<file path="src/rtl/fetch_unit.sv">
// Instruction-fetch stage: owns the PC, addresses instruction memory and fills
// the IF/ID register. Handles stall, branch/jump redirect with flush, and HALT.
module fetch_unit #(
  parameter int                 PC_W       = 8,
  parameter int                 INSTR_W    = 16,
  parameter logic [PC_W-1:0]    RESET_PC   = 8'h00,
  parameter logic [INSTR_W-1:0] HALT_INSTR = 16'hFFFF
) (
  input  logic               clk,
  input  logic               rst,
  input  logic               stall,
  input  logic               branch_taken,
  input  logic [PC_W-1:0]    branch_target,
  input  logic               jump,
  input  logic [PC_W-1:0]    jump_target,
  output logic [PC_W-1:0]    pc_out,
  input  logic [INSTR_W-1:0] instr_in,
  output logic [INSTR_W-1:0] if_id_instr,
  output logic [PC_W-1:0]    if_id_pc1,
  output logic               if_id_valid,
  output logic               halted
);

  // state   | meaning
  // RUN     | fetching one instruction per cycle
  // HALT    | HALT opcode seen; PC frozen, bubbles into IF/ID until redirect
  localparam logic [0:0] ST_RUN  = 1'b0;
  localparam logic [0:0] ST_HALT = 1'b1;

  logic [0:0]         state_q, state_d;
  logic [PC_W-1:0]    pc_q, pc_d;
  logic [INSTR_W-1:0] instr_q, instr_d;
  logic [PC_W-1:0]    pc1_q, pc1_d;
  logic               valid_q, valid_d;
  logic [PC_W-1:0]    pc_inc;

  assign pc_inc = pc_q + PC_W'(1);

  always_comb begin
    state_d = state_q;
    pc_d    = pc_q;
    instr_d = instr_q;
    pc1_d   = pc1_q;
    valid_d = valid_q;
    // The EX-stage branch is older than the ID-stage jump, so it wins.
    if (branch_taken || jump) begin
      pc_d    = branch_taken ? branch_target : jump_target;
      instr_d = '0;
      pc1_d   = '0;
      valid_d = 1'b0;
      state_d = ST_RUN;
    end else if (stall) begin
      state_d = state_q;
    end else if (state_q == ST_RUN) begin
      instr_d = instr_in;
      pc1_d   = pc_inc;
      valid_d = 1'b1;
      if (instr_in == HALT_INSTR) begin
        state_d = ST_HALT;
      end else begin
        pc_d = pc_inc;
      end
    end else begin
      instr_d = '0;
      pc1_d   = '0;
      valid_d = 1'b0;
    end
  end

  always_ff @(posedge clk) begin
    if (rst) begin
      state_q <= ST_RUN;
      pc_q    <= RESET_PC;
      instr_q <= '0;
      pc1_q   <= '0;
      valid_q <= 1'b0;
    end else begin
      state_q <= state_d;
      pc_q    <= pc_d;
      instr_q <= instr_d;
      pc1_q   <= pc1_d;
      valid_q <= valid_d;
    end
  end

  assign pc_out      = pc_q;
  assign if_id_instr = instr_q;
  assign if_id_pc1   = pc1_q;
  assign if_id_valid = valid_q;
  assign halted      = (state_q == ST_HALT);

endmodule

</file>
<file path="config.mk">
export PLATFORM = sky130hd
export DESIGN_NAME = fetch_unit
export DESIGN_NICKNAME = d
export VERILOG_FILES = /design/src/rtl/fetch_unit.sv
export SDC_FILE = /design/constraint.sdc
export NUM_CORES = 1
export LEC_CHECK = 0
export CORE_UTILIZATION = 36
export CTS_BUF_LIST = sky130_fd_sc_hd__clkbuf_8
export CTS_CLUSTER_SIZE = 28
export DETAILED_ROUTE_END_ITERATION = 10
export HOLD_SLACK_MARGIN = 0.05
export PLACE_DENSITY_LB_ADDON = 0.05
export SYNTH_ARGS = -nofsm -noshare
export SYNTH_HDL_FRONTEND = slang
export SYNTH_SLANG_ARGS = --single-unit
</file>
<file path="constraint.sdc">
create_clock -name clk -period 1.5 [get_ports clk]
set_input_delay 0.225 -clock clk [delete_from_list [all_inputs] [get_ports clk]]
set_output_delay 0.225 -clock clk [all_outputs]
set_load 0.01 [all_outputs]
</file>
-- Word level (Yosys, flattened, before mapping)
Index checks and enable logic that the tools add are counted.
- register bits: 34
- add/sub/neg operators: 1
- eq/ne operators: 4
- muxes and demuxes: 10
- reduce and logical (&&, ||, !) cells: 3
- operators with widths (kind ; count):
    8-bit 2-to-1 mux ; 6
    16-bit equality test (second input constant) ; 1
    16-bit 2-to-1 mux ; 1
    8-bit by 1-bit adder with 8-bit output (second input constant) ; 1
    2-bit by 1-bit != test with 1-bit output (second input constant) ; 2
    1-bit 2-to-1 mux ; 3
    3-bit AND reduction ; 1
    2-bit != test (second input constant) ; 1
    2-bit OR reduction ; 1
    1-bit logical OR ; 1

-- Depth between registers and ports, before layout
Gate-level depths: netlist of the first run.
- depth in word-level cells: 5
- gate-level depth with buffers: 6
- depth with buffers taken out: 5

-- Worst setup path after synthesis of the first run
Ideal clock, no wire load.
- path kind: register -> register
- start: reg pc_q[0] (netlist: pc_out[0])
- end: reg pc_q[6] (netlist: pc_out[6])
- library setup time: 129 ps
- arrival time: 1353 ps
- required time: 1371 ps
- setup slack: 17 ps
- cell stages (with the launch flop): 6
- path buffers: 0
- clock period less this slack: 1483 ps
- path through: dfxtp_1 -> ha_1 -> nand3_1 -> o21a_1 -> o31ai_1 -> a221oi_2
- longest elaborated chain between the ends: 5
- RTL lines (item ; line ; source):
    start: declaration ; 31 ; logic [PC_W-1:0] pc_q, pc_d;
    start signal: assignment ; 79 ; pc_q <= pc_d;
    8-bit by 1-bit adder with 8-bit output ; 37 ; assign pc_inc = pc_q + PC_W'(1);
    8-bit 2-to-1 mux ; 58 ; if (instr_in == HALT_INSTR) begin
    8-bit 2-to-1 mux ; 54 ; end else if (state_q == ST_RUN) begin
    8-bit 2-to-1 mux ; 52 ; end else if (stall) begin
    8-bit 2-to-1 mux ; 46 ; if (branch_taken || jump) begin
Every way passes these cells. The select of a mux whose other input is x is not followed.
A chain may end at the register's enable or synchronous reset.

-- Final worst setup path of the first run
- start: in stall
- end: reg pc_q[4] (netlist: pc_out[4])
- longest elaborated chain between the ends: 2
- RTL lines (item ; line ; source):
    start: declaration ; 11 ; input logic stall,
    2-bit by 1-bit != test with 1-bit output (no line) ; - ;
    3-bit AND reduction (no line) ; - ;
Every way passes these cells.

==> impl_metrics.env, run 1 <==
export IMPL_final_common_cell="clkdlybuf4s50_1"
export IMPL_dp_cells=311
export IMPL_dr_pass1_iters=4
export IMPL_route_detailed_drc=0
export IMPL_layout_common_cells="50 x clkdlybuf4s50_1, 30 x buf_4, 28 x nor2_1"
export IMPL_wl_um=4550
export IMPL_synthCells=171
export IMPL_num_rows=23
export IMPL_stdcell_count=320
export IMPL_cts_tree="built"
export IMPL_post_dp_cell_area_um2=2470
export IMPL_grt_pass1_wl_um=7320
export IMPL_place_hpwl_um=3490
export IMPL_gp_congestion=0.831
export IMPL_grtUsageTotal_pct=21.9
export IMPL_worst_pin_slew_ps=339
export IMPL_synth_edf_count=0
export IMPL_nets=308
export IMPL_start_util_pct=38.0
export IMPL_skew_ps=5.51
export IMPL_clock_latency_ps=280
export IMPL_slew_viol_final=0
export IMPL_maxCapViolCount=0
export IMPL_finalCritPeriodShare_pct=97.9
export IMPL_ys_types=40
export IMPL_synth_net_count=209
export IMPL_synth_top_family_by_area="compound AO/OA/AOI/OAI gates"
export IMPL_n_fill_cell=345
export IMPL_cts_buffer_depth=2
export IMPL_io_pins=71
export IMPL_grt_overflow_total=0
export IMPL_fmax_mhz=681
export IMPL_hold_class="in2reg"
export IMPL_antenna_found_initial=0
export IMPL_dieWidth_um=67.2
export IMPL_ys_ff_latch=34
export IMPL_p_seq_share_pct=48.7
export IMPL_synthArstFlopShare_pct=0
export IMPL_cp_start_kind="input pin"
export IMPL_crit_fanout=5
export IMPL_areaGrowthSynthToFinish_pct=69.2
export IMPL_portBuffers=70
export IMPL_clkTransAtPathRegs_ps=70
export IMPL_cts_inserted_buffers=5
export IMPL_ys_seq_area_share_pct=44.4
export IMPL_coreArea_um2=4030
export IMPL_synth_compound_area_share_pct=25.8
export IMPL_synth_adder_area_share_pct=0.817
export IMPL_avgSynthCellArea_um2=8.96
export IMPL_hold_viol=0
export IMPL_grt_start_max_net_pins=28
export IMPL_peakVddDrop_uv=660
export IMPL_cts_sinks=34
export IMPL_vias=1691
export IMPL_p_total_mw=1.98
export IMPL_drive_above_1_share_pct=21.9
export IMPL_via_per_inst=5.28
export IMPL_p_per_area_nw_per_um2=765
export IMPL_synth_ff_type="dfxtp_1"
export IMPL_first_global_vias=1579
export IMPL_synthesis_area_um2=1530
export IMPL_whs_path_depth=3
export IMPL_p_int_mw=1.47
export IMPL_crit_arrival_ps=1670
export IMPL_synth_xor_area_share_pct=1.72
export IMPL_drt_antenna_violating_nets=0
export IMPL_ys_warnings_count=0
export IMPL_timing_worst_setup_path_type="in2reg"
export IMPL_htreeDepth=2
export IMPL_p_sw_uw=509
export IMPL_combinationalPowerShare_pct=20.7
export IMPL_reg2reg_depth=5
export IMPL_dieHeight_um=67.2
export IMPL_swShare_pct=25.7
export IMPL_status="finished clean"
export IMPL_crit_required_ps=1700
export IMPL_crit_path_end_kind="flip-flop"
export IMPL_synthSimpleGateAreaFrac_pct=20.3
export IMPL_routedWlPerCell_um=14.2
export IMPL_fin_crit_ps=1470
export IMPL_fin_area_um2=2590
export IMPL_muxShareOfSynthArea_pct=3.02
export IMPL_p_leak_nw=1.06
export IMPL_rsz0062_at_grt="yes"
export IMPL_timing_slew_headroom_pct=77.1
export IMPL_fp_dieArea_um2=4520
export IMPL_drtIter0Drc=89
export IMPL_root_buffer="clkbuf_8"
export IMPL_power_frac_clock_pct=30.7
export IMPL_diodes=0
export IMPL_finalSetupViolCount=0
[through the flow]
step / setup slack, ps / TNS, ps / util (%) / hold slack [ps]
global route: -28.5 / -30.8 / 64.3 / 232
CTS: 1.25 / 0 / 63.3 / 330
floorplan: 17.4 / 0 / - / 291
detailed placement: -444 / -3500 / 61.3 / 463
finish: 31.9 / 0 / 64.3 / 223
global placement: -387 / -3140 / 61.3 / 451
[cell type report]
| type | count | area (µm²) | area share (%) |
|---|---|---|---|
| well taps | 50 | 62.6 | 2.41 |
| multi-input cells | 124 | 816 | 31.5 |
| clock buffers | 5 | 68.8 | 2.66 |
| inverters | 3 | 11.3 | 0.435 |
| flip-flops and latches | 34 | 691 | 26.7 |
| repair buffers | 102 | 935 | 36.1 |
| clock inverters | 2 | 7.51 | 0.290 |
[per-layer routing]
layer	wire length, µm	track usage (%)
met4	44	5.05
met5	0	0
met2	2290	35.4
met1	1990	28.0
met3	222	7.60
[power groups by stage]
stage / combinational [mW] / clock (mW) / sequential (mW)
after floorplan: 0.158 / 0 / 0.991
after global placement: 0.407 / 0 / 0.977
after detailed placement: 0.417 / 0 / 0.980
after CTS: 0.405 / 0.620 / 0.963
after global routing: 0.446 / 0.681 / 0.969
final: 0.410 / 0.608 / 0.965
[flip-flops by register name (all words and copies together) (netlist names)]
name         cells
if_id_instr     16
if_id_pc1        8
pc_out           8
halted           1
if_id_valid      1
[logic make-up (layout without fill, tap and decap cells)]
| group | after synthesis | after routing |
|---|---|---|
| and+or+nand+nor | 63 | 63 |
| AOI/OAI and AO/OA | 53 | 53 |
| DFF | 34 | 34 |
| buffers and inverters | 13 | 112 |
| muxes | 4 | 4 |
| xor gates and xnor gates | 3 | 3 |
| adders and majority gates | 1 | 1 |
[timing repair]
item / 4_1_cts / 5_1_grt
buffers inserted: 1 / 1
hold buffers: 0 / 0
pin swaps: 7 / 6
gates resized for setup: 25 / 10
endpoints found under the setup margin: 14 / 11
hold endpoints to repair: 0 / 0
[synth_stat cells (all sizes together) (2+ instances only)]
cell / n / area [µm²]
nand3: 3 / 15.0
a21oi: 7 / 35.0
nor4: 2 / 12.5
dfxtp: 34 / 681
a31oi: 3 / 18.8
o221ai: 2 / 17.5
xnor2: 2 / 17.5
nor3: 5 / 25.0
a22oi: 23 / 173
nor2: 30 / 131
nand2: 11 / 48.8
mux2: 2 / 26.3
mux2i: 2 / 20.0
clkbuf: 6 / 22.5
or3: 3 / 18.8
o21a: 2 / 15.0
nor2b: 2 / 12.5
inv: 3 / 11.3
nand4: 4 / 25.0
a221oi: 2 / 30.0
o21ai: 6 / 30.0
buf: 4 / 26.3
[worst max-delay path, cell delays in order]
cell and delay [ps]:
clkdlybuf4s50_1 450, nor2_2 130, o41ai_2 80, buf_4 170
buf_6 120, or3_1 300, a31oi_1 180
[path summary, 6_finish.rpt]
kind,startpoint,end,slack [ps]
setup / recovery,stall,pc_out[4]$_SDFFE_PP0P_,30
hold / removal,instr_in[12],if_id_instr[12]$_SDFFE_PP0N_,220
setup reg to reg,pc_out[0]$_SDFFE_PP0P_,pc_out[2]$_SDFFE_PP0P_,80
hold reg to reg,if_id_pc1[5]$_SDFFE_PP0N_,if_id_pc1[5]$_SDFFE_PP0N_,470
(Power assumes the default switching activity.)
==> run 2: changes to the inputs <==
- CORE_ASPECT_RATIO: unset -> 2
==> impl_metrics.env, run 2 (synthesis results as in run 1) <==
export IMPL_status="finished, violations left"
export IMPL_violations="setup timing"
export IMPL_gp_congestion=0.807
export IMPL_nets=305
export IMPL_dp_slack_ps=-491
export IMPL_finalCritPeriodShare_pct=100
export IMPL_p_leak_nw=1.07
export IMPL_drt_antenna_violating_nets=0
export IMPL_dr_pass1_iters=4
export IMPL_clkTransAtPathRegs_ps=70
export IMPL_fin_crit_ps=1500
export IMPL_cts_tree="built"
export IMPL_clock_latency_ps=270
export IMPL_skew_ps=5.56
export IMPL_reg2reg_to="pc_out[4]$_SDFFE_PP0P_"
export IMPL_cts_inserted_buffers=5
export IMPL_slew_viol_final=0
export IMPL_start_util_pct=37.5
export IMPL_worst_pin_slew_ps=276
export IMPL_multi_input_area_um2=837
export IMPL_via_per_inst=5.31
export IMPL_timing_worst_setup_path_type="reg2reg"
export IMPL_crit_arrival_ps=1690
export IMPL_routedWlPerCell_um=15.1
export IMPL_grt_pass1_wl_um=7190
export IMPL_seqCellArea_um2=689
export IMPL_htreeDepth=2
export IMPL_fmax_mhz=666
export IMPL_r2r_start="pc_out[1]$_SDFFE_PP0P_"
export IMPL_num_rows=33
export IMPL_coreArea_um2=4090
export IMPL_cts_sinks=34
export IMPL_fp_dieArea_um2=4530
export IMPL_rsz0062_at_grt="yes"
export IMPL_rrSetupSlack_ps=-0.7
export IMPL_crit_required_ps=1690
export IMPL_wl_um=4820
export IMPL_crit_fanout=4
export IMPL_whs_path_depth=3
export IMPL_areaGrowthSynthToFinish_pct=70.5
export IMPL_antenna_found_initial=0
export IMPL_drive_above_1_share_pct=22.4
export IMPL_reg2reg_depth=5
export IMPL_tns_ps=-0.658
export IMPL_root_buffer="clkbuf_8"
export IMPL_layout_common_cells="47 x clkdlybuf4s50_1, 28 x nor2_1, 28 x buf_4"
export IMPL_crit_path_cell_trace="ha_1 -> nand3_2 -> buf_4 -> or3_1 -> a31oi_1"
export IMPL_setup_slack_ps=-0.658
export IMPL_crit_path_end_kind="flip-flop"
export IMPL_timing_hold_ws_ps=323
export IMPL_hold_class="in2reg"
export IMPL_grt_overflow_total=0
export IMPL_hold_viol=0
export IMPL_finalSetupViolCount=1
export IMPL_whs_endpoint="if_id_instr[11]$_SDFFE_PP0N_"
export IMPL_peakVddDrop_uv=730
export IMPL_n_fill_cell=370
export IMPL_largest_register_ffs=16
export IMPL_vias=1698
export IMPL_cts_buffer_depth=2
export IMPL_route_detailed_drc=0
export IMPL_grtUsageTotal_pct=22.4
export IMPL_cp_start_kind="flip-flop"
export IMPL_timing_slew_headroom_pct=81.6
export IMPL_grt_start_max_net_pins=28
export IMPL_maxCapViolCount=0
export IMPL_dieWidth_um=48.1
export IMPL_drtIter0Drc=49
export IMPL_portBuffers=70
export IMPL_p_per_area_nw_per_um2=786
export IMPL_diodes=0
export IMPL_place_hpwl_um=3640
export IMPL_hp_start="instr_in[11]"
export IMPL_slowest_delay_ps=370
export IMPL_postCtsHoldBufs=0
export IMPL_crit_slowest_cell="dfxtp_2"
export IMPL_dieHeight_um=94.2
export IMPL_first_global_vias=1639
export IMPL_final_common_cell="clkdlybuf4s50_1"
export IMPL_io_pins=71
run 2: cell count changes in the layout (fill, tap and decap cells not counted), moves of 2 or more:
cell / change
buf_6: -2
clkdlybuf4s15_1: +3
a22oi_1: -2
a22oi_2: +2
buf_4: -2
clkdlybuf4s50_1: -3
run 2: layout make-up:
cell class,instances,share of cell area [%]
clock buffers,6,3.16
flip-flops and latches,34,26.4
well taps,52,2.49
multi-input cells,124,32.1
inverters,3,0.431
repair buffers,99,35.1
clock inverters,2,0.335
run 2: timing repair:
action,CTS,global route
setup endpoints to repair,14,9
setup buffers,2,0
pin swaps,8,0
gates resized for setup,31,12
run 2: power by group:
| part | internal [mW] | total, mW | leakage (nW) | switching [mW] |
|---|---|---|---|---|
| Sequential | 0.935 | 0.968 | 0.279 | 0.0326 |
| Combinational | 0.229 | 0.409 | 0.738 | 0.180 |
| Clock | 0.363 | 0.676 | 0.0524 | 0.313 |
run 2: per-stage QoR:
stage | std cells | utilization [%] | power, mW | area (µm²)
3_3_place_gp | 310 | 60.3 | 1.39 | 2460
5_1_grt | 320 | 63.9 | 2.16 | 2610
2_1_floorplan | 171 | - | 1.15 | 1530
3_5_place_dp | 310 | 60.3 | 1.40 | 2460
4_1_cts | 320 | 63.1 | 2.06 | 2580
6_report | 320 | 63.9 | 2.05 | 2610
run 2: layer usage:
layer	track usage, %	vias up	routed length (µm)
li1	-	829	-
met1	20.5	797	1690
met2	42.9	63	2860
met3	4.23	9	171
met4	8.80	0	99
met5	0	-	0
run 2: how the worst max path moves through the flow:
| stage | from | to | slack, ps | depth (start not counted) |
|---|---|---|---|---|
| floorplan | pc_out[0]$_SDFFE_PP0P_ | pc_out[6]$_SDFFE_PP0P_ | 20 | 5 |
| finish | pc_out[1]$_SDFFE_PP0P_ | pc_out[4]$_SDFFE_PP0P_ | -0.7 | 5 |
| global route | pc_out[0]$_SDFFE_PP0P_ | pc_out[2]$_SDFFE_PP0P_ | -10 | 5 |
| detailed placement | instr_in[15] | pc_out[7]$_SDFFE_PP0P_ | -490 | 6 |
| CTS | pc_out[7]$_SDFFE_PP0P_ | pc_out[7] | 8 | 1 |
| global placement | instr_in[15] | pc_out[0]$_SDFFE_PP0P_ | -440 | 6 |
run 2: critical path: cells and delay by family (launching register included):
family,cells,cell delay [ps]
AOI/OAI and AO/OA,1,190
DFF,1,370
adders and majority gates,1,220
and+or+nand+nor,2,470
buffers and inverters,1,170
==> run 3: changes to the inputs <==
- CORE_UTILIZATION: 36 -> 38
==> impl_metrics.env, run 3 (synthesis results as in run 1) <==
export IMPL_status="finished clean"
export IMPL_grt_overflow_total=0
export IMPL_slew_viol_final=0
export IMPL_reg2reg_depth=5
export IMPL_fp_dieArea_um2=4300
export IMPL_gp_congestion=0.842
export IMPL_post_route_util_pct=67.8
export IMPL_fin_crit_ps=1460
export IMPL_timing_slew_headroom_pct=77.9
export IMPL_skew_ps=8.47
export IMPL_wl_um=4810
export IMPL_dieHeight_um=91.8
export IMPL_p_seq_share_pct=48.2
export IMPL_areaGrowthSynthToFinish_pct=70.1
export IMPL_place_hpwl_um=3690
export IMPL_grt_start_max_net_pins=28
export IMPL_coreArea_um2=3840
export IMPL_portBuffers=70
export IMPL_fmax_mhz=683
export IMPL_root_buffer="clkbuf_8"
export IMPL_largest_register_ffs=16
export IMPL_peakVddDrop_uv=424
export IMPL_diodes=0
export IMPL_p_int_mw=1.47
export IMPL_crit_arrival_ps=1240
export IMPL_post_dp_cell_area_um2=2470
export IMPL_p_sw_uw=526
export IMPL_crit_fanout=5
export IMPL_final_common_cell="clkdlybuf4s50_1"
export IMPL_clkTransAtPathRegs_ps=70
export IMPL_cts_tree="built"
export IMPL_cts_buffer_depth=2
export IMPL_grt_pass1_wl_um=7380
export IMPL_route_detailed_drc=0
export IMPL_start_util_pct=39.8
export IMPL_grtUsageTotal_pct=23.4
export IMPL_clock_latency_ps=280
export IMPL_whs_endpoint="if_id_instr[12]$_SDFFE_PP0N_"
export IMPL_cp_start_kind="flip-flop"
export IMPL_io_pins=71
export IMPL_path_depth=1
export IMPL_critPathBufInv=1
export IMPL_antenna_found_initial=0
export IMPL_p_per_area_nw_per_um2=767
export IMPL_p_leak_nw=1.06
export IMPL_cts_sinks=34
export IMPL_dr_pass1_iters=4
export IMPL_hold_viol=0
export IMPL_finalSetupViolCount=0
export IMPL_num_rows=32
export IMPL_slowest_delay_ps=570
export IMPL_critPathTopFamily="buffers and inverters"
export IMPL_drtIter0Drc=35
export IMPL_crit_path_cell_trace="clkdlybuf4s50_1"
export IMPL_nets=308
export IMPL_maxCapViolCount=0
export IMPL_htreeDepth=2
export IMPL_reg2reg_to="pc_out[5]$_SDFFE_PP0P_"
export IMPL_vias=1717
export IMPL_p_total_mw=2.00
export IMPL_rrSetupSlack_ps=50
export IMPL_tns_ps=0
export IMPL_drt_antenna_violating_nets=0
export IMPL_hp_start="instr_in[12]"
export IMPL_hold_class="in2reg"
export IMPL_swShare_pct=26.3
export IMPL_dieWidth_um=46.9
export IMPL_fin_area_um2=2610
export IMPL_crit_slowest_cell="clkdlybuf4s50_1"
export IMPL_power_frac_clock_pct=31.2
export IMPL_layout_common_cells="47 x clkdlybuf4s50_1, 30 x buf_4, 29 x dfxtp_1"
export IMPL_combinationalPowerShare_pct=20.6
export IMPL_worst_pin_slew_ps=327
export IMPL_routedWlPerCell_um=15.0
export IMPL_drive_above_1_share_pct=20.4
export IMPL_crit_path_end_kind="output pin"
export IMPL_r2r_start="pc_out[1]$_SDFFE_PP0P_"
export IMPL_first_global_vias=1717
export IMPL_crit_required_ps=1270
export IMPL_via_per_inst=5.35
export IMPL_timing_worst_setup_path_type="reg2out"
export IMPL_finalCritPeriodShare_pct=97.6
export IMPL_cts_inserted_buffers=5
export IMPL_whs_path_depth=3
[run 3: cell types whose count changed in the layout (fill, tap and decap cells not counted), moves of 2 or more]
cell,change
buf_4,+2
dfxtp_1,+2
a22oi_2,-2
dfxtp_4,+3
dlygate4sd2_1,+3
a22oi_1,+2
dfxtp_2,-5
dlymetal6s2s_1,-2
[run 3: per-layer routing]
metal / routed length, µm / track usage, %
met2: 2800 / 43.5
met3: 207 / 4.33
met1: 1650 / 21.2
met5: 0 / 0
met4: 154 / 13.1
[run 3: power by group through the flow]
stage          combinational, mW  sequential, mW  clock, mW
5_1_grt                    0.443           0.965      0.682
3_3_place_gp               0.409           0.978          0
4_1_cts                    0.402           0.961      0.640
3_5_place_dp               0.418           0.979          0
2_1_floorplan              0.158           0.991          0
6_report                   0.411           0.963      0.622
[run 3: final cells by class]
| type | instances | area, µm² |
|---|---|---|
| multi-input combinational | 124 | 825 |
| clock inverter | 2 | 7.51 |
| sequential | 34 | 694 |
| tap | 51 | 63.8 |
| inverter | 3 | 11.3 |
| fill | 357 | 1240 |
| timing repair buffer | 102 | 935 |
| clock buffer | 5 | 68.8 |
[run 3: worst max-delay path by stage]
stage,startpoint,endpoint,slack [ps]
final,pc_out[6]$_SDFFE_PP0P_,pc_out[6],40
after global routing,instr_in[5],pc_out[4]$_SDFFE_PP0P_,-5
after floorplan,pc_out[0]$_SDFFE_PP0P_,pc_out[6]$_SDFFE_PP0P_,20
after global placement,instr_in[15],pc_out[0]$_SDFFE_PP0P_,-420
after CTS,pc_out[0]$_SDFFE_PP0P_,pc_out[2]$_SDFFE_PP0P_,3
after detailed placement,instr_in[3],pc_out[0]$_SDFFE_PP0P_,-500
[run 3: through the flow]
stage / hold slack, ps / cells / worst slack, ps
after floorplan: 291 / 171 / 17.4
after global placement: 448 / 310 / -422
after detailed placement: 455 / 310 / -497
after CTS: 332 / 320 / 3.22
after global routing: 338 / 321 / -4.86
final: 332 / 321 / 35.9
[run 3: timing repair]
action,4_1_cts,5_1_grt
gates resized for setup,28,12
pin swaps,8,7
hold buffers,0,0
setup buffers,3,2
endpoints found under the setup margin,14,4
[run 3: worst register-to-register path: stages, from the launching register on]
cell      delay, ps
dfxtp_4         380
nand3_1         210
buf_4           210
nor3_1          240
o311ai_0        160
a31oi_1         180
